$ cat src/rtl/sar_search.sv
// Successive-approximation search driving an external magnitude comparator.
// One bit is resolved per cycle from MSB to LSB; an exact match ends the search early.
module sar_search #(
  parameter int W = 4
) (
  input  logic         clk,
  input  logic         rst_n,
  input  logic         start,
  output logic [W-1:0] trial,
  input  logic         gt,
  input  logic         lt,
  input  logic         eq,
  output logic         busy,
  output logic         done,
  output logic [W-1:0] result,
  output logic         hit,
  output logic         err
);

  localparam int KW = (W > 1) ? $clog2(W) : 1;

  typedef enum logic {
    IDLE = 1'b0,
    TEST = 1'b1
  } state_t;

  state_t        state, state_n;
  logic [KW-1:0] k, k_n;
  logic [W-1:0]  trial_n, result_n, probe;
  logic          hit_n, err_n, done_n, flags_ok;

  assign busy     = (state == TEST);
  // Exactly one comparator flag must be asserted; anything else is a broken comparator.
  assign flags_ok = ({lt, gt, eq} inside {3'b100, 3'b010, 3'b001});

  always_comb begin
    state_n  = state;
    trial_n  = trial;
    k_n      = k;
    result_n = result;
    hit_n    = hit;
    err_n    = err;
    done_n   = 1'b0;
    probe    = trial;
    unique case (state)
      IDLE: begin
        if (start) begin
          trial_n  = W'(1) << (W - 1);
          k_n      = KW'(W - 1);
          result_n = '0;
          hit_n    = 1'b0;
          err_n    = 1'b0;
          state_n  = TEST;
        end
      end
      TEST: begin
        if (!flags_ok) begin
          err_n    = 1'b1;
          result_n = '0;
          hit_n    = 1'b0;
          done_n   = 1'b1;
          state_n  = IDLE;
        end else if (eq) begin
          result_n = trial;
          hit_n    = 1'b1;
          done_n   = 1'b1;
          state_n  = IDLE;
        end else begin
          // Target below trial: bit k was too much; otherwise keep it.
          if (lt) probe[k] = 1'b0;
          if (k != '0) begin
            probe[k - KW'(1)] = 1'b1;
            k_n               = k - KW'(1);
          end else begin
            result_n = probe;
            hit_n    = 1'b0;
            done_n   = 1'b1;
            state_n  = IDLE;
          end
          trial_n = probe;
        end
      end
      default: state_n = IDLE;
    endcase
  end

  always_ff @(posedge clk or negedge rst_n) begin
    if (!rst_n) begin
      state  <= IDLE;
      trial  <= '0;
      k      <= '0;
      result <= '0;
      hit    <= 1'b0;
      err    <= 1'b0;
      done   <= 1'b0;
    end else begin
      state  <= state_n;
      trial  <= trial_n;
      k      <= k_n;
      result <= result_n;
      hit    <= hit_n;
      err    <= err_n;
      done   <= done_n;
    end
  end

endmodule

$ cat config.mk
export PLATFORM = sky130hd
export DESIGN_NAME = sar_search
export DESIGN_NICKNAME = d
export VERILOG_FILES = /design/src/rtl/sar_search.sv
export SDC_FILE = /design/constraint.sdc
export NUM_CORES = 1
export LEC_CHECK = 0
export ABC_AREA = 1
export CAP_MARGIN = 20
export CELL_PAD_IN_SITES_DETAIL_PLACEMENT = 2
export CELL_PAD_IN_SITES_GLOBAL_PLACEMENT = 2
export CORE_ASPECT_RATIO = 1.75
export CORE_MARGIN = 2
export CORE_UTILIZATION = 29
export CTS_CLUSTER_DIAMETER = 80
export DETAILED_ROUTE_END_ITERATION = 8
export HOLD_SLACK_MARGIN = 0.12
export PLACE_DENSITY_LB_ADDON = 0.2
export SETUP_SLACK_MARGIN = 0.4
export SLEW_MARGIN = 5
export SYNTH_ARGS = -nofsm -noshare
export SYNTH_HDL_FRONTEND = slang
export SYNTH_SLANG_ARGS = --single-unit
$ cat constraint.sdc
create_clock -name clk -period 2.91 [get_ports clk]
set_clock_uncertainty 0.15 [all_clocks]
set_input_delay 0.4365 -clock clk [delete_from_list [all_inputs] [get_ports clk]]
set_output_delay 0.4365 -clock clk [all_outputs]
set_load 0.05 [all_outputs]
# Yosys cells after proc, flatten, opt, wreduce, memory -nomap -nowiden
# Cells that the tools add are included.
# op_classes
n_mux,39
n_addsub,1
shifts,0
magnitude_cmp,4
div,0
n_eq_ne,9
bitwise_logic,4
n_mul,0
reduce_logical,8
# ops
op,n
4-bit two-way mux,12
4-bit one-hot mux with 2 select lines,2
1-bit two-way mux,15
2-bit two-way mux,4
"2-bit by 3-bit less-than comparator with 1-bit output, second input constant",2
"2-bit != test, second input constant",3
1-bit one-hot mux with 2 select lines,3
4-bit AND,1
1-bit demux with 2-bit select,2
"2-bit by 1-bit >= comparator with 1-bit output, second input constant",2
"2-bit by 1-bit != test with 1-bit output, second input constant",2
"4-bit != test, second input constant",1
4-bit NOT,1
4-bit bitwise OR,1
2-bit one-hot mux with 2 select lines,1
2-bit AND reduction,2
4-bit AND reduction,1
"3-bit by 1-bit equality test with 1-bit output, second input constant",1
"3-bit by 2-bit equality test with 1-bit output, second input constant",1
"3-bit equality test, second input constant",1
3-bit AND reduction,1
3-bit nonzero test,1
1-bit logical AND,2
2-bit nonzero test,1
2 further kinds,2
# totals
ff_bits,14
ramBits,0
rom_bits,0
output_inout_bits,12
latch_bits,0
memories,0
word_cells,72

# Logic depth before layout (Yosys ltp)
# Gate-level depths: netlist (run 1).
# logic_depth
depth_word,15
mapped_depth,7

# Worst setup path before layout (run 1)
# OpenSTA, ideal clock, no wires.
# synth_timing
path_kind,flip-flop to flip-flop
from,"register state, in the netlist busy"
to,register result[0]
t_required_ns,2.694
path_buffers,2
period_less_slack_ns,1.612
setup_time_ns,0.066
slack_ns,1.298
arrival_time_ns,1.396
stages_incl_launch_ff,7
cell_sequence,dfrtp_1 buf_2 buf_2 nand3_1 a21oi_1 nand3_1 nand2_1
# synth_via
elab_chain_cells,3
elab_cells_between_ends,5
classes_between,eq/ne (2); mux (1); bitwise (1); reduce/logical (1)
# synth_rtl
item,line,rtl
start: declaration,27,"state_t state, state_n;"
start signal: assignment,97,state <= state_n;
1-bit NOT,-,
2-bit != test (no line),-,
2-bit AND reduction (no line),-,
end signal: assignment,100,result <= result_n;
end: declaration,15,"output logic [W-1:0] result,"
# Several ways; a longest one is shown, not always the timed one.
# A chain may end at the register's enable or synchronous reset.

# Worst setup path after layout (run 1)
# layout_timing
from,register trial[0]
to,output trial[0]
# layout_rtl
item,line,rtl
start: declaration,9,"output logic [W-1:0] trial,"
start signal: assignment,98,trial <= trial_n;
# No word-level cell between the ends.

==> results.json, run 1 <==
{
  "outcome": "completed",
  "antenna_left": 0,
  "hold_class": "flip-flop to flip-flop",
  "post_dp_cell_area_um2": 1030,
  "ir_drop_mv": 0.328,
  "num_vias": 816,
  "ys_top_cells_by_area": "dfrtp_1, nand2_1, nand3_1",
  "synth_top_area_cell": "dfrtp_1",
  "pwr-share-comb_pct": 45.4,
  "synth_area_um2": 828,
  "synth_most_common_cell": "nand2_1",
  "clkLatencyLatePin_ps": 250,
  "hold_viol_final": 0,
  "ys_seq_area_share_pct": 42.3,
  "dp_hpwl_um": 2090,
  "synthFlopType": "dfrtp_1",
  "slowest_delay_ps": 830,
  "routedWlPerCell_um": 16.5,
  "final_nets": 140,
  "seq_power_share_pct": 32.2,
  "worst_pin_slew_ps": 661,
  "crit_path_end_kind": "output port",
  "ys_top_cells_by_count": "nand2_1, nand3_1, dfrtp_1, inv_1, a21oi_1",
  "gr-max-usage-layer": "met2",
  "grt_util_met1_pct": 18.7,
  "cts_buffers": 3,
  "grt_pass1_wl_um": 4350,
  "synth_fp_nets": 119,
  "path_cells": "clkdlybuf4s50_1",
  "post_cts_buffers": 0,
  "die_height_um": 74.7,
  "p_leak_nw": 0.559,
  "hold_path_startpoint": "hit$_DFFE_PN0P_",
  "regToRegEndpoint": "result[0]$_DFFE_PN0P_",
  "slew_viol_final": 0,
  "pin_count": 18,
  "initial_core_util_pct": 30.4,
  "crit_required_ps": 2320,
  "power_switching_uw": 385,
  "timing.final.crit_share_pct": 71.1,
  "grt_pass1_vias": 920,
  "htreeDepth": 1,
  "cts_tree": "done",
  "power_frac_clock_pct": 22.5,
  "gp_congestion": 0.858,
  "grtUsageMet2_pct": 34.5,
  "wirelength_um": 2580,
  "cts_hold_buf": 0,
  "cts_root_buffer": "clkbuf_8",
  "crit_fanout": 4,
  "dieArea_um2": 3320,
  "drive_above_1_share_pct": 8.53,
  "synth_top_area_share_pct": 42.3,
  "post_cts_resized": 0,
  "holdPathStages": 2,
  "reg2reg_from": "k[1]$_DFFE_PN0P_",
  "drtPass1Iterations": 4,
  "cts.path.max_buffers": 2,
  "vias_per_cell": 5.23,
  "slew_headroom_pct": 55.8,
  "r2r_setup_slack_ps": 1280,
  "grt-ovfl-total": 0,
  "antenna_found_initial": 0,
  "dp_cells": 152,
  "synthArstFlopShare_pct": 100,
  "rsz0062_at_grt": "no",
  "synth-edff-count": 0,
  "fill_cells": 326,
  "grt_max_degree": 18,
  "antennaDiodeCount": 0,
  "cp_top_family": "buffers and inverters",
  "grt_use_total_pct": 18.3,
  "worstPathArrival_ps": 1480,
  "core_um2": 2720,
  "p_per_area_nw_per_um2": 802,
  "area_growth_syn_to_layout_pct": 31.0,
  "yosys_register_bits": 14,
  "yosysWarnings": 0,
  "timing.fmax_mhz": 483,
  "cp-start-kind": "flip-flop",
  "drc": 0,
  "clkSlewWorstSetupHoldPaths_ps": 70,
  "internal-power_uw": 484,
  "cp_slowest_cell": "clkdlybuf4s50_1",
  "sw_frac_of_total_pct": 44.3,
  "drt-initial-drc-count": 6,
  "worstSetupPathType": "flip-flop to output port",
  "fin_setup_tns_ps": 0,
  "finalSetupViolCount": 0,
  "crit_buf_inv": 1,
  "final_cell_area_um2": 1080,
  "use_met3_pct": 1.68,
  "hold_end": "hit$_DFFE_PN0P_",
  "avgSynthCellArea_um2": 7.60,
  "r2r_cells": 7,
  "max_cap_violations": 0,
  "netlist-cell-type-count": 17,
  "netlist_instances": 109,
  "period_needed_ps": 2070,
  "totalPowerFinal_uw": 870,
  "place.port_buffers": 17,
  "clock_sinks": 14,
  "layout.cells.non_filler": 156,
  "whs_ps": 323,
  "fp-row-count": 25,
  "die_x_um": 44.4
}
## registers in the layout, summed over array words and instances, names as in the netlist
signal	count
result	4
trial	4
k	2
busy	1
done	1
err	1
hit	1
## worst reg2reg max path: cells and delay by family, from the launching register on
kind            cells  cell delay, ps
buf+inv             1             110
compound gates      1             150
simple gates        4             410
fa+ha+maj           1             290
flops               1             470
## worst max-delay path by stage
stage | cells after the start | start | end
floorplan | 6 | busy$_DFF_PN0_ | result[0]$_DFFE_PN0P_
global placement | 6 | eq | result[1]$_DFFE_PN0P_
detailed placement | 6 | eq | result[0]$_DFFE_PN0P_
CTS | 1 | trial[0]$_DFFE_PN0P_ | trial[0]
global route | 1 | trial[0]$_DFFE_PN0P_ | trial[0]
finish | 1 | trial[0]$_DFFE_PN0P_ | trial[0]
## stage by stage
step | utilization (%) | setup slack [ps]
2_1_floorplan | - | 1300
3_3_place_gp | 37.8 | 890
3_5_place_dp | 37.8 | 808
4_1_cts | 39.9 | 825
5_1_grt | 39.9 | 791
6_report | 39.9 | 840
## cells by family after synthesis
| kind of cell | share of synthesized area (%) |
|---|---|
| flip-flops | 42.3 |
| AO/OA/AOI/OAI | 7.85 |
| buffers and inverters | 7.55 |
| adder cells (fa/ha/maj) | 6.04 |
| AND/OR/NAND/NOR | 36.3 |
## final cells by class
type	count	area, um^2	area share (%)
multi-input combinational	79	415	38.3
timing repair buffer	18	178	16.4
clock buffer	4	55.1	5.07
inverter	14	52.6	4.84
tap	27	33.8	3.11
sequential	14	350	32.3
## cells in the final DEF, fill, tap and decap left out
cell type / n
clkdlybuf4s50_1: 17
nand3_2: 1
nand3_1: 16
dfrtp_1: 14
nand2_2: 1
nand2_1: 37
clkbuf_8: 4
ha_1: 4
nand2_4: 1
buf_4: 1
nand4_4: 1
nand4_1: 4
inv_1: 13
nor2_1: 2
o21ai_2: 1
a21oi_1: 7
o22ai_1: 1
inv_2: 1
o21ai_0: 3
## power by group through the flow
stage	clock network (mW)	logic, mW	registers (mW)
final	0.195	0.394	0.280
after global routing	0.206	0.436	0.287
after CTS	0.203	0.402	0.281
after detailed placement	0	0.400	0.284
after global placement	0	0.388	0.284
after floorplan	0	0.150	0.382
## routing by layer
metal  routed length, um  up-vias  share of wire (%)
li1                    -      391                  -
met4                  97        0                3.8
met1                 946      397                 37
met5                   0        -                  0
met3                  47       10                1.8
met2                1490       18                 58
Power figures use the tool's default switching activity.
==> run 2, diff against run 1 <==
--- a/config.mk
+++ b/config.mk
@@ -11,7 +11,7 @@
 export CELL_PAD_IN_SITES_GLOBAL_PLACEMENT = 2
 export CORE_ASPECT_RATIO = 1.75
 export CORE_MARGIN = 2
-export CORE_UTILIZATION = 29
+export CORE_UTILIZATION = 25
 export CTS_CLUSTER_DIAMETER = 80
 export DETAILED_ROUTE_END_ITERATION = 8
 export HOLD_SLACK_MARGIN = 0.12
==> constraint.sdc (replaced) <==
create_clock -name clk -period 1.7 [get_ports clk]
set_clock_uncertainty 0.15 [all_clocks]
set_input_delay 0.255 -clock clk [delete_from_list [all_inputs] [get_ports clk]]
set_output_delay 0.255 -clock clk [all_outputs]
set_load 0.05 [all_outputs]
==> run 2 against run 1 <==
Effect of this change:
- die area grew 15%
- sequential share of layout area shrank 6.9 points
- critical path depth grew 5
- via count grew 9.9%
- flip-flop and latch count is the same
- final cell count grew 19%
- core utilization grew 4.9 points
- critical path type is now flip-flop to flip-flop
- highest routed layer unchanged
==> results.json, run 2 (synthesized netlist as in run 1, its figures left out) <==
{
  "dp_slack_ps": -28.5,
  "die_x_um": 47.5,
  "totalPowerFinal_mw": 1.86,
  "drc": 0,
  "crit_required_ps": 1690,
  "p_per_area_nw_per_um2": 1320,
  "cts_buffers": 3,
  "dieArea_um2": 3810,
  "area_growth_syn_to_layout_pct": 69.6,
  "worst_pin_slew_ps": 256,
  "fill_cells": 352,
  "grt_max_degree": 15,
  "slew_viol_final": 0,
  "timing.final.crit_share_pct": 81.8,
  "period_needed_ps": 1390,
  "layout.cells.non_filler": 185,
  "cp-start-kind": "flip-flop",
  "antenna_found_initial": 0,
  "place.port_buffers": 17,
  "htreeDepth": 1,
  "finalSetupViolCount": 0,
  "fp-row-count": 27,
  "timing.fmax_mhz": 720,
  "whs_ps": 172,
  "vias_per_cell": 4.85,
  "top_regs": "result (4), trial (4), k (2)",
  "pin_count": 18,
  "wirelength_um": 3190,
  "p_leak_nw": 0.685,
  "grt_pass1_vias": 1019,
  "dp_cells": 171,
  "rsz0062_at_grt": "yes",
  "worstPathArrival_ps": 1380,
  "cts_root_buffer": "clkbuf_8",
  "final_common_cell": "nand2_1",
  "crit_fanout": 7,
  "slew_headroom_pct": 83.0,
  "drtPass1Iterations": 4,
  "drive_above_1_share_pct": 50.7,
  "clkSlewWorstSetupHoldPaths_ps": 70,
  "antennaDiodeCount": 0,
  "routedWlPerCell_um": 17.3,
  "gp_congestion": 0.830,
  "outcome": "completed",
  "initial_core_util_pct": 26.4,
  "final_cell_area_um2": 1410,
  "grt_use_total_pct": 18.6,
  "num_vias": 897,
  "post_dp_cell_area_um2": 1110,
  "crit_path_end_kind": "flip-flop",
  "drt-initial-drc-count": 18,
  "cts.path.max_buffers": 2,
  "final_nets": 153,
  "ir_drop_mv": 0.719,
  "dp_hpwl_um": 2110,
  "hold_viol_final": 0,
  "hold_class": "primary input to asynchronous set/reset pin",
  "antenna_left": 0,
  "cts_tree": "done",
  "core_um2": 3140,
  "grt-ovfl-total": 0,
  "max_cap_violations": 0,
  "setup_ws_ps": 310,
  "final_cell_mix": "nand2_1, buf_4, dfrtp_1, nand3_2, nand3_1",
  "die_height_um": 80.1,
  "grt_pass1_wl_um": 4970,
  "clock_sinks": 14,
  "clkLatencyLatePin_ps": 250,
  "cts_hold_buf": 0,
  "worstSetupPathType": "flip-flop to flip-flop"
}
## run 2: cell count changes in the layout (fill, tap and decap cells not counted), sizes merged
cell           previous run  this run
dlymetal6s2s              0         1
clkdlybuf4s50            17         2
buf                       1        26
dlygate4sd2               0         2
## run 2: per-stage QoR
stage | setup TNS (ps) | utilization [%]
2_1_floorplan | 0 | -
4_1_cts | 0 | 42.3
3_3_place_gp | 0 | 35.3
5_1_grt | 0 | 44.7
6_report | 0 | 44.7
3_5_place_dp | -43.9 | 35.3
## run 2: path summary, 6_finish.rpt
path / endpoint / from / cells past startpoint / slack (ps)
min: hit$_DFFE_PN0P_ / rst_n / 2 / 170
min in group clk: result[3]$_DFFE_PN0P_ / result[3]$_DFFE_PN0P_ / 2 / 330
max in group asynchronous: busy$_DFF_PN0_ / rst_n / 2 / 1030
min reg2reg: result[3]$_DFFE_PN0P_ / result[3]$_DFFE_PN0P_ / 2 / 330
max: k[1]$_DFFE_PN0P_ / busy$_DFF_PN0_ / 6 / 310
max reg2reg: k[1]$_DFFE_PN0P_ / busy$_DFF_PN0_ / 6 / 310
## run 2: where the power goes
group          leakage (nW)  internal, mW  total, mW  switching [mW]
logic                 0.482         0.419      0.991           0.571
registers             0.174         0.412      0.525           0.114
clock network        0.0288         0.206      0.345           0.140
## run 2: final cells by class
cell class	instances	area (um^2)	area share (%)
multi-input combinational	79	569	40.5
timing repair buffer	31	310	22.1
inverter	14	60.1	4.27
tap	43	53.8	3.83
clock buffer	4	55.1	3.92
sequential	14	357	25.4
## run 2: metal layers
| metal | vias up | track usage (%) | routed length [um] |
|---|---|---|---|
| li1 | 422 | - | - |
| met1 | 444 | 18.5 | 1040 |
| met2 | 20 | 34.1 | 1950 |
| met3 | 11 | 2.70 | 75 |
| met4 | 0 | 9.72 | 133 |
| met5 | - | 0 | 0 |
## run 2: what timing repair did
item,CTS,global route
gates resized for setup,35,16
pin swaps,7,6
buffers inserted,9,1
setup endpoints to repair,15,16
## run 2: critical path, stage by stage, from the launching register on
cell and delay [ps]:
dfrtp_4 490, buf_6 160, nand4_4 130, inv_2 110, nand2_4 90, nand3_2 90, nand2_2 60
==> run 3, diff against run 2 <==
==> constraint.sdc (replaced) <==
create_clock -name clk -period 1.1 [get_ports clk]
set_clock_uncertainty 0.15 [all_clocks]
set_input_delay 0.165 -clock clk [delete_from_list [all_inputs] [get_ports clk]]
set_output_delay 0.165 -clock clk [all_outputs]
set_load 0.05 [all_outputs]
==> run 3 against run 2 <==
Effect of this change:
- the run now ends with negative setup slack left
- non-clock buffer count increased by 15
- via count increased by 8.1%
- clock power increased by 55%
- worst hold slack got worse by 75 ps
- clock-buffer cell count unchanged
- core utilization increased by 7.6 points
- setup slack got worse by 620 ps
- flip-flop and latch count unchanged
- register-to-register slack got worse by 620 ps
==> results.json, run 3 (synthesized netlist as in run 1, its figures left out) <==
{
  "outcome": "finished, violations left",
  "violations": "negative setup slack",
  "cp_top_family": "flip-flops",
  "cts_tree": "done",
  "die_x_um": 47.5,
  "antenna_found_initial": 0,
  "p_leak_nw": 0.780,
  "setup_ws_ps": -309,
  "wirelength_um": 3890,
  "clkSlewWorstSetupHoldPaths_ps": 60,
  "initial_core_util_pct": 26.4,
  "grt_pass1_wl_um": 5870,
  "wl_met1_um": 1370,
  "gp_congestion": 0.839,
  "period_needed_ps": 1410,
  "crit_required_ps": 1100,
  "dp_slack_ps": -535,
  "highest_layer": "met4",
  "crit_path_end_kind": "flip-flop",
  "place.port_buffers": 17,
  "fp-row-count": 27,
  "drt-initial-drc-count": 23,
  "timing.final.crit_share_pct": 128,
  "crit_buf_inv": 1,
  "routedWlPerCell_um": 19.4,
  "p_per_area_nw_per_um2": 1970,
  "hold_viol_final": 0,
  "clkLatencyLatePin_ps": 260,
  "path_cells": "inv_2, ha_1, nand2_2, o21ai_2, a21oi_2, nand3_1, nand2_1",
  "ir_drop_mv": 0.989,
  "grt_max_degree": 15,
  "grt_pass1_vias": 1137,
  "wl_met3_um": 74,
  "drc": 0,
  "die_height_um": 80.1,
  "cp-start-kind": "flip-flop",
  "rsz0062_at_grt": "yes",
  "cts_root_buffer": "clkbuf_8",
  "final_nets": 168,
  "antennaDiodeCount": 0,
  "whs_ps": 97.0,
  "cts.path.max_buffers": 2,
  "met2WireLength_um": 2310,
  "cts_buffers": 3,
  "slowest_delay_ps": 450,
  "timing.fmax_mhz": 710,
  "dieArea_um2": 3810,
  "grt_use_total_pct": 22.6,
  "crit_fanout": 4,
  "num_vias": 970,
  "final_cell_mix": "nand2_1, buf_4, buf_12, dfrtp_2, nand3_2",
  "max_cap_violations": 0,
  "grt-ovfl-total": 0,
  "pin_count": 18,
  "worstSetupPathType": "flip-flop to flip-flop",
  "cp_slowest_cell": "dfrtp_2",
  "worst_pin_slew_ps": 246,
  "hold_class": "primary input to asynchronous set/reset pin",
  "drtPass1Iterations": 4,
  "area_growth_syn_to_layout_pct": 98.3,
  "slew_headroom_pct": 83.6,
  "slew_viol_final": 0,
  "finalSetupViolCount": 26,
  "worstPathArrival_ps": 1410,
  "clock_sinks": 14,
  "core_um2": 3140,
  "htreeDepth": 1,
  "vias_per_cell": 4.85,
  "totalPowerFinal_mw": 3.24,
  "final_common_cell": "nand2_1",
  "antenna_left": 0,
  "dp_hpwl_um": 2430,
  "drive_above_1_share_pct": 59.2,
  "top_regs": "result (4), trial (4), k (2)"
}
==> run 3: power breakdown <==
part           internal, mW  leakage (nW)  switching [mW]  total [mW]
clock network         0.318        0.0288           0.217       0.536
registers             0.646         0.165           0.158       0.803
logic                 0.907         0.586           0.992        1.90
==> run 3: final timing paths <==
check,startpoint,to,slack [ps],depth (start not counted)
setup / recovery,k[1]$_DFFE_PN0P_,result[1]$_DFFE_PN0P_,-310,7
hold / removal,rst_n,done$_DFF_PN0_,100,2
setup reg to reg,k[1]$_DFFE_PN0P_,result[1]$_DFFE_PN0P_,-310,7
hold reg to reg,hit$_DFFE_PN0P_,hit$_DFFE_PN0P_,380,2
max in group asynchronous,rst_n,k[0]$_DFFE_PN0P_,570,2
min in group clk,gt,done$_DFF_PN0_,280,5
==> run 3: cell type report <==
class	count	area [um^2]
Multi-Input combinational cell	79	564
Sequential cell	14	363
Timing Repair Buffer	46	549
Tap cell	43	53.8
Clock buffer	4	55.1
Inverter	14	57.6
Fill cell	339	1500
==> run 3: worst register-to-register path: stages, from the launching register on <==
cell     delay (ps)
dfrtp_2         450
inv_2           100
ha_1            190
nand2_2          80
o21ai_2         140
a21oi_2          50
nand3_1          80
nand2_1          60
==> run 3: timing repair <==
action | 4_1_cts | 5_1_grt
buffers inserted | 12 | 2
cloned | 0 | 0
setup endpoints to repair | 26 | 26
gates resized for setup | 30 | 12
pin swaps | 9 | 4
hold endpoints to repair | 14 | 14
==> run 3: per-layer routing <==
metal	track usage, %	up-vias
li1	-	457
met1	22.8	481
met2	42.3	21
met3	2.92	11
met4	9.44	0
met5	0	-
==> run 3: stage by stage <==
| stage | util (%) | instance area (um^2) | TNS [ps] | cells |
|---|---|---|---|---|
| 2_1_floorplan | - | 878 | -2710 | 109 |
| 3_3_place_gp | 42.2 | 1330 | -5910 | 182 |
| 3_5_place_dp | 42.2 | 1330 | -6600 | 182 |
| 4_1_cts | 50.5 | 1590 | -3860 | 198 |
| 5_1_grt | 52.3 | 1640 | -5320 | 200 |
| 6_report | 52.3 | 1640 | -4180 | 200 |
